===== src/rtl/ysyx_24100005_lsu.sv =====
// Load/store unit: one outstanding access, IDLE->REQ->WAIT->DONE handshake FSM.
// Optional YSYX_24100005_LSU_MISALIGN_EN: misaligned half/word ops complete with an error, no bus traffic.
module ysyx_24100005_lsu #(
  parameter int TIMEOUT = 255
) (
  input  logic        clk,
  input  logic        rst,
  input  logic        in_valid,
  output logic        in_ready,
  input  logic [6:0]  opcode,
  input  logic [2:0]  funct3,
  input  logic [31:0] base,
  input  logic [31:0] offset,
  input  logic [31:0] store_data,
  output logic        mem_req,
  output logic        mem_we,
  output logic [31:0] mem_addr,
  output logic [31:0] mem_wdata,
  output logic [3:0]  mem_wmask,
  input  logic        mem_gnt,
  input  logic        mem_rvalid,
  input  logic [31:0] mem_rdata,
  output logic        out_valid,
  input  logic        out_ready,
  output logic [31:0] out_data,
  output logic        out_err
);
  localparam logic [6:0] OP_LOAD  = 7'b0000011;
  localparam logic [6:0] OP_STORE = 7'b0100011;
  localparam logic [7:0] TMO      = 8'(TIMEOUT);

  typedef enum logic [1:0] {S_IDLE, S_REQ, S_WAIT, S_DONE} state_e;
  typedef struct packed {
    logic       ld;
    logic [2:0] f3;
    logic [1:0] off;
  } op_t;

  state_e      state_q;
  op_t         op_q;
  logic [7:0]  cnt_q;
  logic        rdy_q, req_q, we_q, ov_q, err_q;
  logic [31:0] addr_q, wdata_q, odata_q;
  logic [3:0]  wmask_q;

  logic        is_ld, is_st, acc, mis_d;
  logic [31:0] ea_d, wdata_d, ld_data_d;
  logic [3:0]  wmask_d;
  logic [7:0]  lb;
  logic [15:0] lh;

  assign is_ld = (opcode == OP_LOAD);
  assign is_st = (opcode == OP_STORE);
  assign acc   = rdy_q & in_valid & (is_ld | is_st);
  assign ea_d  = base + offset;

  // funct3[1:0] selects size for both directions; 011/11x fall into the word case
`ifdef YSYX_24100005_LSU_MISALIGN_EN
  assign mis_d = ((funct3[1:0] == 2'b01) & ea_d[0]) | (funct3[1] & (ea_d[1:0] != 2'b00));
`else
  assign mis_d = 1'b0;
`endif

  always_comb begin
    wmask_d = 4'b0000;
    wdata_d = 32'h0;
    if (is_st) begin
      case (funct3[1:0])
        2'b00: begin
          wmask_d = 4'b0001 << ea_d[1:0];
          wdata_d = {4{store_data[7:0]}};
        end
        2'b01: begin
          wmask_d = 4'b0011 << {ea_d[1], 1'b0};
          wdata_d = {2{store_data[15:0]}};
        end
        default: begin
          wmask_d = 4'b1111;
          wdata_d = store_data;
        end
      endcase
    end
  end

  assign lb = mem_rdata[{op_q.off, 3'b000} +: 8];
  assign lh = op_q.off[1] ? mem_rdata[31:16] : mem_rdata[15:0];

  always_comb begin
    ld_data_d = 32'h0;
    if (op_q.ld) begin
      case (op_q.f3[1:0])
        2'b00:   ld_data_d = {{24{~op_q.f3[2] & lb[7]}}, lb};
        2'b01:   ld_data_d = {{16{~op_q.f3[2] & lh[15]}}, lh};
        default: ld_data_d = mem_rdata;
      endcase
    end
  end

  always_ff @(posedge clk) begin
    if (!rst) begin
      state_q <= S_IDLE;
      op_q    <= '0;
      cnt_q   <= 8'h0;
      rdy_q   <= 1'b0;
      req_q   <= 1'b0;
      we_q    <= 1'b0;
      addr_q  <= 32'h0;
      wdata_q <= 32'h0;
      wmask_q <= 4'h0;
      ov_q    <= 1'b0;
      odata_q <= 32'h0;
      err_q   <= 1'b0;
    end else begin
      case (state_q)
        S_IDLE: begin
          rdy_q <= 1'b1;
          if (acc) begin
            rdy_q   <= 1'b0;
            op_q    <= '{ld: is_ld, f3: funct3, off: ea_d[1:0]};
            if (mis_d) begin
              state_q <= S_DONE;
              ov_q    <= 1'b1;
              odata_q <= 32'h0;
              err_q   <= 1'b1;
            end else begin
              state_q <= S_REQ;
              req_q   <= 1'b1;
              we_q    <= is_st;
              addr_q  <= {ea_d[31:2], 2'b00};
              wdata_q <= wdata_d;
              wmask_q <= wmask_d;
            end
          end
        end
        S_REQ: begin
          if (mem_gnt) begin
            req_q <= 1'b0;
            cnt_q <= 8'h0;
            // grant and response together: skip WAIT
            if (mem_rvalid) begin
              state_q <= S_DONE;
              ov_q    <= 1'b1;
              odata_q <= ld_data_d;
              err_q   <= 1'b0;
            end else begin
              state_q <= S_WAIT;
            end
          end
        end
        S_WAIT: begin
          cnt_q <= cnt_q + 8'd1;
          if (mem_rvalid) begin
            state_q <= S_DONE;
            ov_q    <= 1'b1;
            odata_q <= ld_data_d;
            err_q   <= 1'b0;
          end else if (cnt_q + 8'd1 == TMO) begin
            state_q <= S_DONE;
            ov_q    <= 1'b1;
            odata_q <= 32'h0;
            err_q   <= 1'b1;
          end
        end
        S_DONE: begin
          if (out_ready) begin
            state_q <= S_IDLE;
            ov_q    <= 1'b0;
            rdy_q   <= 1'b1;
          end
        end
        default: state_q <= S_IDLE;
      endcase
    end
  end

  assign in_ready  = rdy_q;
  assign mem_req   = req_q;
  assign mem_we    = we_q;
  assign mem_addr  = addr_q;
  assign mem_wdata = wdata_q;
  assign mem_wmask = wmask_q;
  assign out_valid = ov_q;
  assign out_data  = odata_q;
  assign out_err   = err_q;
endmodule


===== config.mk =====
export PLATFORM = sky130hd
export DESIGN_NAME = ysyx_24100005_lsu
export DESIGN_NICKNAME = d
export VERILOG_FILES = /design/src/rtl/ysyx_24100005_lsu.sv
export SDC_FILE = /design/constraint.sdc
export NUM_CORES = 1
export LEC_CHECK = 0
export CORE_MARGIN = 2
export CORE_UTILIZATION = 35
export CTS_BUF_LIST = sky130_fd_sc_hd__clkbuf_4
export DETAILED_ROUTE_END_ITERATION = 6
export PLACE_DENSITY = 0.7
export SLEW_MARGIN = 15
export SYNTH_ARGS = -nofsm -noshare
export SYNTH_HDL_FRONTEND = slang
export SYNTH_SLANG_ARGS = --single-unit

===== constraint.sdc =====
create_clock -name clk -period 4.1 [get_ports clk]
set_input_delay 0.82 -clock clk [delete_from_list [all_inputs] [get_ports clk]]
set_output_delay 0.82 -clock clk [all_outputs]
set_load 0.05 [all_outputs]

==> results of run 1 <==
[cell families after synthesis]
family | count (synthesis) | synth area share [%]
flops | 119 | 31.74
xor+xnor | 21 | 2.450
fa+ha+maj | 38 | 6.434
mux | 31 | 5.234
simple gates | 377 | 24.30
buf+inv | 95 | 5.351
other cells | 1 | 0.04996
compound gates | 272 | 24.44
[routing by layer]
layer | vias up | wire length [um]
li1 | 3825 | -
met1 | 3596 | 10460
met2 | 256 | 11390
met3 | 20 | 2153
met4 | 0 | 257
met5 | - | 0
[cells in the mapped netlist, drive strengths merged, types with 3 or more instances]
cell type  count
nand2b        24
a21o          17
a311o          3
and2           6
nand4         14
o21ai         32
nor4           4
nor2b         13
o21bai         4
a21boi        57
nand4b         6
mux2i         10
buf           16
inv           21
o21a           8
nand3         81
a31oi         10
nor3          12
o22ai         12
mux4           5
or4            4
or3            6
o211ai         7
nor2          35
o311ai         3
a221oi         4
xnor2         12
and3           7
a21oi         83
mux2          16
xor2           9
a211oi         7
o221ai         6
ha            37
clkbuf        58
dfxtp        119
nand2        157
[path summary, 6_finish.rpt]
| check | endpoint | cells after the start | from | slack (ps) |
|---|---|---|---|---|
| worst max-delay path | mem_addr[30] | 12 | offset[0] | 830 |
| worst min-delay path | mem_wdata[31] | 2 | mem_wdata[31] | 460 |
| worst min register to register | mem_wdata[31] | 2 | mem_wdata[31] | 460 |
| worst max register to register | out_data[8] | 8 | cnt_q[2] | 1410 |
[worst max-delay path: stages]
cell and delay, ps:
clkdlybuf4s50_1 460, ha_1 160, inv_1 50, fa_1 410
nor2b_1 200, o2111ai_1 220, a211oi_1 360, o21ai_0 190
a41oi_1 340, a221oi_1 150, mux2i_1 140, a31o_2 210
[layout make-up]
cell class	count	area share, %
multi-input cells	741	45.50
repair buffers	260	24.73
flip-flops and latches	119	22.88
well taps	275	3.304
clock inverters	14	1.514
clock buffers	18	1.298
inverters	21	0.7569
diodes	1	0.02403
[through the flow]
step                      std cells  total power, uW  setup slack [ps]  hold WS [ps]  utilization [%]
after floorplan                 955             1669             999.4         443.5                -
after global placement         1416             1955             276.0         439.7            48.13
after detailed placement       1416             1957             232.5         446.0            48.13
after CTS                      1448             2862             845.4         462.8            49.53
after global routing           1449             2988             588.0         481.1            49.54
final                          1449             2836             829.5         460.7            49.54
[power groups by stage]
stage	clock network (uW)	registers, uW	logic (uW)
2_1_floorplan	0	1250	417
3_3_place_gp	0	1210	740
3_5_place_dp	0	1210	742
4_1_cts	927	1190	746
5_1_grt	982	1190	813
6_report	900	1190	747
[registers in the layout, summed over array words and instances, names as in the netlist]
register / flops
state_q: 2
mem_req: 1
out_err: 1
cnt_q: 8
in_ready: 1
mem_we: 1
mem_addr: 30
mem_wdata: 32
op_q: 6
out_valid: 1
mem_wmask: 4
out_data: 32
==> metrics.cfg, run 1 <==
[status]
status = complete, no violations

[cells_and_area]
postLayoutCellArea_sq_um = 10410
final_cell_mix = clkdlybuf4s50_1, nand2_1, dfxtp_1, nand3_1, a21oi_1
seq_area_sq_um = 2382
fill_cells = 2040
drive_above_1_share_pct = 7.758
multi_input_area_sq_um = 4738
mostFrequentLayoutCell = clkdlybuf4s50_1
fin_nets = 1342
synthToLayoutAreaGrowth_pct = 38.74

[sta]
setup_violations = 0
fmax_ghz = 0.3058
tightest_slew_ps = 1016
drv_slew = 0
period_needed_ps = 3270
setup_tns_ps = 0
rsz0062_at_grt = no
final-hold-violation-count = 0
min_period_over_period_pct = 79.77
fin_skew_ps = 19.90
slew_headroom_pct = 32.18

[global_routing]
grt_pass1_wl_um = 38060
globalRouteMet1Util_pct = 27.21
antenna_found_initial = 1
grt_use_met2_pct = 34.41
grt_usage_pct = 21.20
grt_max_degree = 79
grt_pass1_vias = 7338
gr-total-overflow = 0
grt.busiest_layer = met2
grt_util_met3_pct = 6.636

[synth]
synth.area.top_cells = dfxtp_1, nand2_1, ha_1
synth_seq_cells = 119
synth.distinct_cells = 74
async_flop_share_pct = 0
synth_top_cell_area_share_pct = 31.74
synthCells = 954
avgSynthCellArea_sq_um = 7.868
syn_area_sq_um = 7506
synth_flop_cell = dfxtp_1
ys_seq_area_share_pct = 31.74
yosys.area.top_type = dfxtp_1
synth_edf_count = 0
synth.yosys.warnings = 0

[clock_network]
clkLatencyLatePin_ps = 540
ctsResizeCount = 0
post_cts_buffers = 0
htree_levels = 4
cts_made_buffers = 17
clk_pin_slew_worst_paths_ps = 110
cts-root-buf = clkbuf_4
clockBufferDepth = 2
cts_tree = yes
cts_sinks = 119
holdBufCountCts = 0

[floorplan]
num_io_pins = 249
start_util_pct = 35.71
dieWidth_um = 150.4
coreArea_sq_um = 21020
rows = 53
die_h_um = 150.4
floorplan.die_area_sq_um = 22630

[setup_path]
cp-start-kind = input pin
endpoint_kind = register
cp_data_required_time_ps = 4550
path_class = in -> reg
path_max_fanout = 4
critPathArrivalTime_ps = 3720

[power]
pwr-share-clk_pct = 31.7
p_per_area_nw_per_um2 = 272.3
p_leak_uw = 0.003674
power_frac_comb_pct = 26.3
p_seq_share_pct = 41.9
swShare_pct = 31.70
peakVddDrop_uv = 146.0
p_switching_uw = 898.9
p_int_uw = 1937

[drt]
wire_per_inst_um = 16.74
routed_via_density = 5.312
wirelength_um = 24260
dr_total_vias = 7697
drt_iter0_markers = 470
drtPass1Iterations = 5
ant_nets = 0
drc = 0

[place]
io_buffer_count = 246
place_area_sq_um = 10120
globalplace.congestion = 0.8832
hpwl_um = 17680

[worst_hold_path]
hold_path_class = reg -> reg

[flow_run]
drv_cap = 0

(Power assumes the default switching activity.)
==> inputs of run 2 (changes only) <==
==> constraint.sdc (replaced) <==
create_clock -name clk -period 3.15 [get_ports clk]
set_input_delay 0.63 -clock clk [delete_from_list [all_inputs] [get_ports clk]]
set_output_delay 0.63 -clock clk [all_outputs]
set_load 0.05 [all_outputs]
==> run 2 against run 1 <==
Combinational power up 39%. Utilization is 1.3 points higher. Wire length is 0.40% higher. Clock power grew 20%. Cell count is 2.6% higher. Clock skew grew 6.5 ps. Die area did not move. First-iteration DRC count decreased by 2.6%. Global-route usage fell by 0.30 points. Critical path type unchanged. Largest power group unchanged.
==> metrics.cfg, run 2 (synthesis results as in run 1) <==
[cells_and_area]
final_cell_mix = clkdlybuf4s50_1, nand2_1, dfxtp_1, nand3_1, a21oi_1
drive_above_1_share_pct = 10.99  ; +3.2 points
final_cells = 1486  ; +2.6%
mostFrequentLayoutCell = clkdlybuf4s50_1
seq_area_sq_um = 2382  ; unchanged
multi_input_area_sq_um = 4757  ; +0.40%
fill_cells = 2009  ; -1.5%
fin_nets = 1379  ; +2.8%
final_util_pct = 50.83  ; +1.3 points
synthToLayoutAreaGrowth_pct = 42.36

[place]
hpwl_um = 18150  ; +2.7%
io_buffer_count = 246  ; unchanged
globalplace.congestion = 0.9790  ; +11%
dp.cells = 1453  ; +2.6%

[drt]
dr_total_vias = 7835  ; +1.8%
routed_via_density = 5.273  ; -0.74%
wire_per_inst_um = 16.39  ; -2.1%
drtPass1Iterations = 7  ; +2
wirelength_um = 24360  ; +0.40%
drt_iter0_markers = 458  ; -2.6%
drc = 0  ; unchanged
ant_nets = 0  ; unchanged

[global_routing]
gr-total-overflow = 0  ; unchanged
grt_pass1_vias = 7534  ; +2.7%
grt.busiest_layer = met2
grt_max_degree = 89  ; +13%
grt_util_met3_pct = 6.848  ; +0.21 points
grt_pass1_wl_um = 37900  ; -0.42%
antenna_found_initial = 1  ; unchanged
grt_use_met2_pct = 34.14  ; -0.27 points
grt_usage_pct = 20.89  ; -0.30 points
globalRouteMet1Util_pct = 26.56  ; -0.65 points

[sta]
setup_violations = 0  ; unchanged
tightest_slew_ps = 999.9  ; -16.00 ps
drv_slew = 0  ; unchanged
fin_skew_ps = 26.36  ; +6.467 ps
period_needed_ps = 2989
rsz0062_at_grt = no
fmax_ghz = 0.3345
slew_headroom_pct = 33.09  ; +0.91 points
final-hold-violation-count = 0  ; unchanged
min_period_over_period_pct = 94.89

[floorplan]
start_util_pct = 35.71  ; unchanged
coreArea_sq_um = 21020  ; unchanged
floorplan.die_area_sq_um = 22630  ; unchanged
dieWidth_um = 150.4  ; unchanged
num_io_pins = 249  ; unchanged
rows = 53  ; unchanged
die_h_um = 150.4  ; unchanged

[setup_path]
cp-start-kind = input pin
endpoint_kind = register
path_max_fanout = 4  ; unchanged
reg2reg_from = cnt_q[2]
cp_data_required_time_ps = 3580  ; -970 ps
path_class = in -> reg
critPathArrivalTime_ps = 3420  ; -300 ps
crit_start = base[0]

[clock_network]
htree_levels = 4  ; unchanged
holdBufCountCts = 0  ; unchanged
cts-root-buf = clkbuf_4
cts_sinks = 119  ; unchanged
clockBufferDepth = 2  ; unchanged
cts_made_buffers = 17  ; unchanged
clkLatencyLatePin_ps = 550  ; about the same
clk_pin_slew_worst_paths_ps = 100  ; about the same
cts_tree = yes

[power]
swShare_pct = 33.69  ; +2.0 points
pwr-share-clk_pct = 29.5  ; -2.2 points
p_int_uw = 2428  ; +25%
peakVddDrop_uv = 180.5  ; +24%
total_power_uw = 3661  ; +29%
p_seq_share_pct = 42.3  ; +0.4 points
power_frac_comb_pct = 28.3  ; +2.0 points
p_per_area_nw_per_um2 = 342.6  ; +26%
p_leak_uw = 0.003857  ; +5.0%
p_switching_uw = 1233  ; +37%

[flow_run]
drv_cap = 0  ; unchanged

[worst_hold_path]
hold_path_class = reg -> reg
hold_start = mem_addr[22]

[status]
status = complete, no violations

run 2: cell types whose count changed in the layout (fill, tap and decap cells not counted), moves of 2 or more:
cell        delta
buf_4         +37
bufinv_16      -2
clkinv_1       -2
clkinv_4       +2
clkinvlp_4     -3
inv_6          +5
run 2: layout make-up:
class	instances	area share, %
Clock inverter	15	1.311
Inverter	21	0.7377
Timing Repair Buffer	297	26.70
Multi-Input combinational cell	741	44.52
Clock buffer	17	1.194
Tap cell	275	3.220
Sequential cell	119	22.30
Antenna cell	1	0.02342
run 2: worst paths after layout:
check             slack (ps)  cells past startpoint           end
setup / recovery         160                     13  mem_addr[30]
hold reg to reg          460                      2  mem_addr[22]
setup reg to reg         720                      8   out_data[3]
hold / removal           460                      2  mem_addr[22]
run 2: power groups by stage:
stage                     Sequential [uW]  Clock, uW  Combinational (uW)
after detailed placement             1580          0                1020
after CTS                            1550       1120                1030
final                                1550       1080                1040
after floorplan                      1630          0                 542
after global routing                 1550       1180                1120
after global placement               1580          0                1020
run 2: per-layer routing:
layer / wire (um) / up-vias
met4: 341 / 0
met5: 0 / -
met1: 10440 / 3647
met3: 2218 / 26
li1: - / 3908
met2: 11360 / 254
run 2: critical path, stage by stage:
cell             delay, ps
clkdlybuf4s50_1        470
ha_1                   170
inv_1                   50
fa_1                   390
nor2b_1                220
o2111ai_2              200
a211oi_2               280
buf_4                  140
o21ai_0                120
a41oi_2                250
a221oi_1               130
mux2i_1                140
a31o_2                 220
run 2: per-stage QoR:
step	setup slack, ps	instance area (sq um)	hold slack, ps	setup TNS (ps)
2_1_floorplan	239.4	7510	443.5	0
3_3_place_gp	-466.4	10400	440.5	-3527
3_5_place_dp	-546.1	10400	445.9	-4075
4_1_cts	50.84	10660	464.6	0
5_1_grt	14.11	10690	487.0	0
6_report	160.9	10690	462.5	0
run 2: repair_timing:
action	4_1_cts	5_1_grt
setup buffers	0	0
resized for setup	0	3
endpoints found under the setup margin	0	2
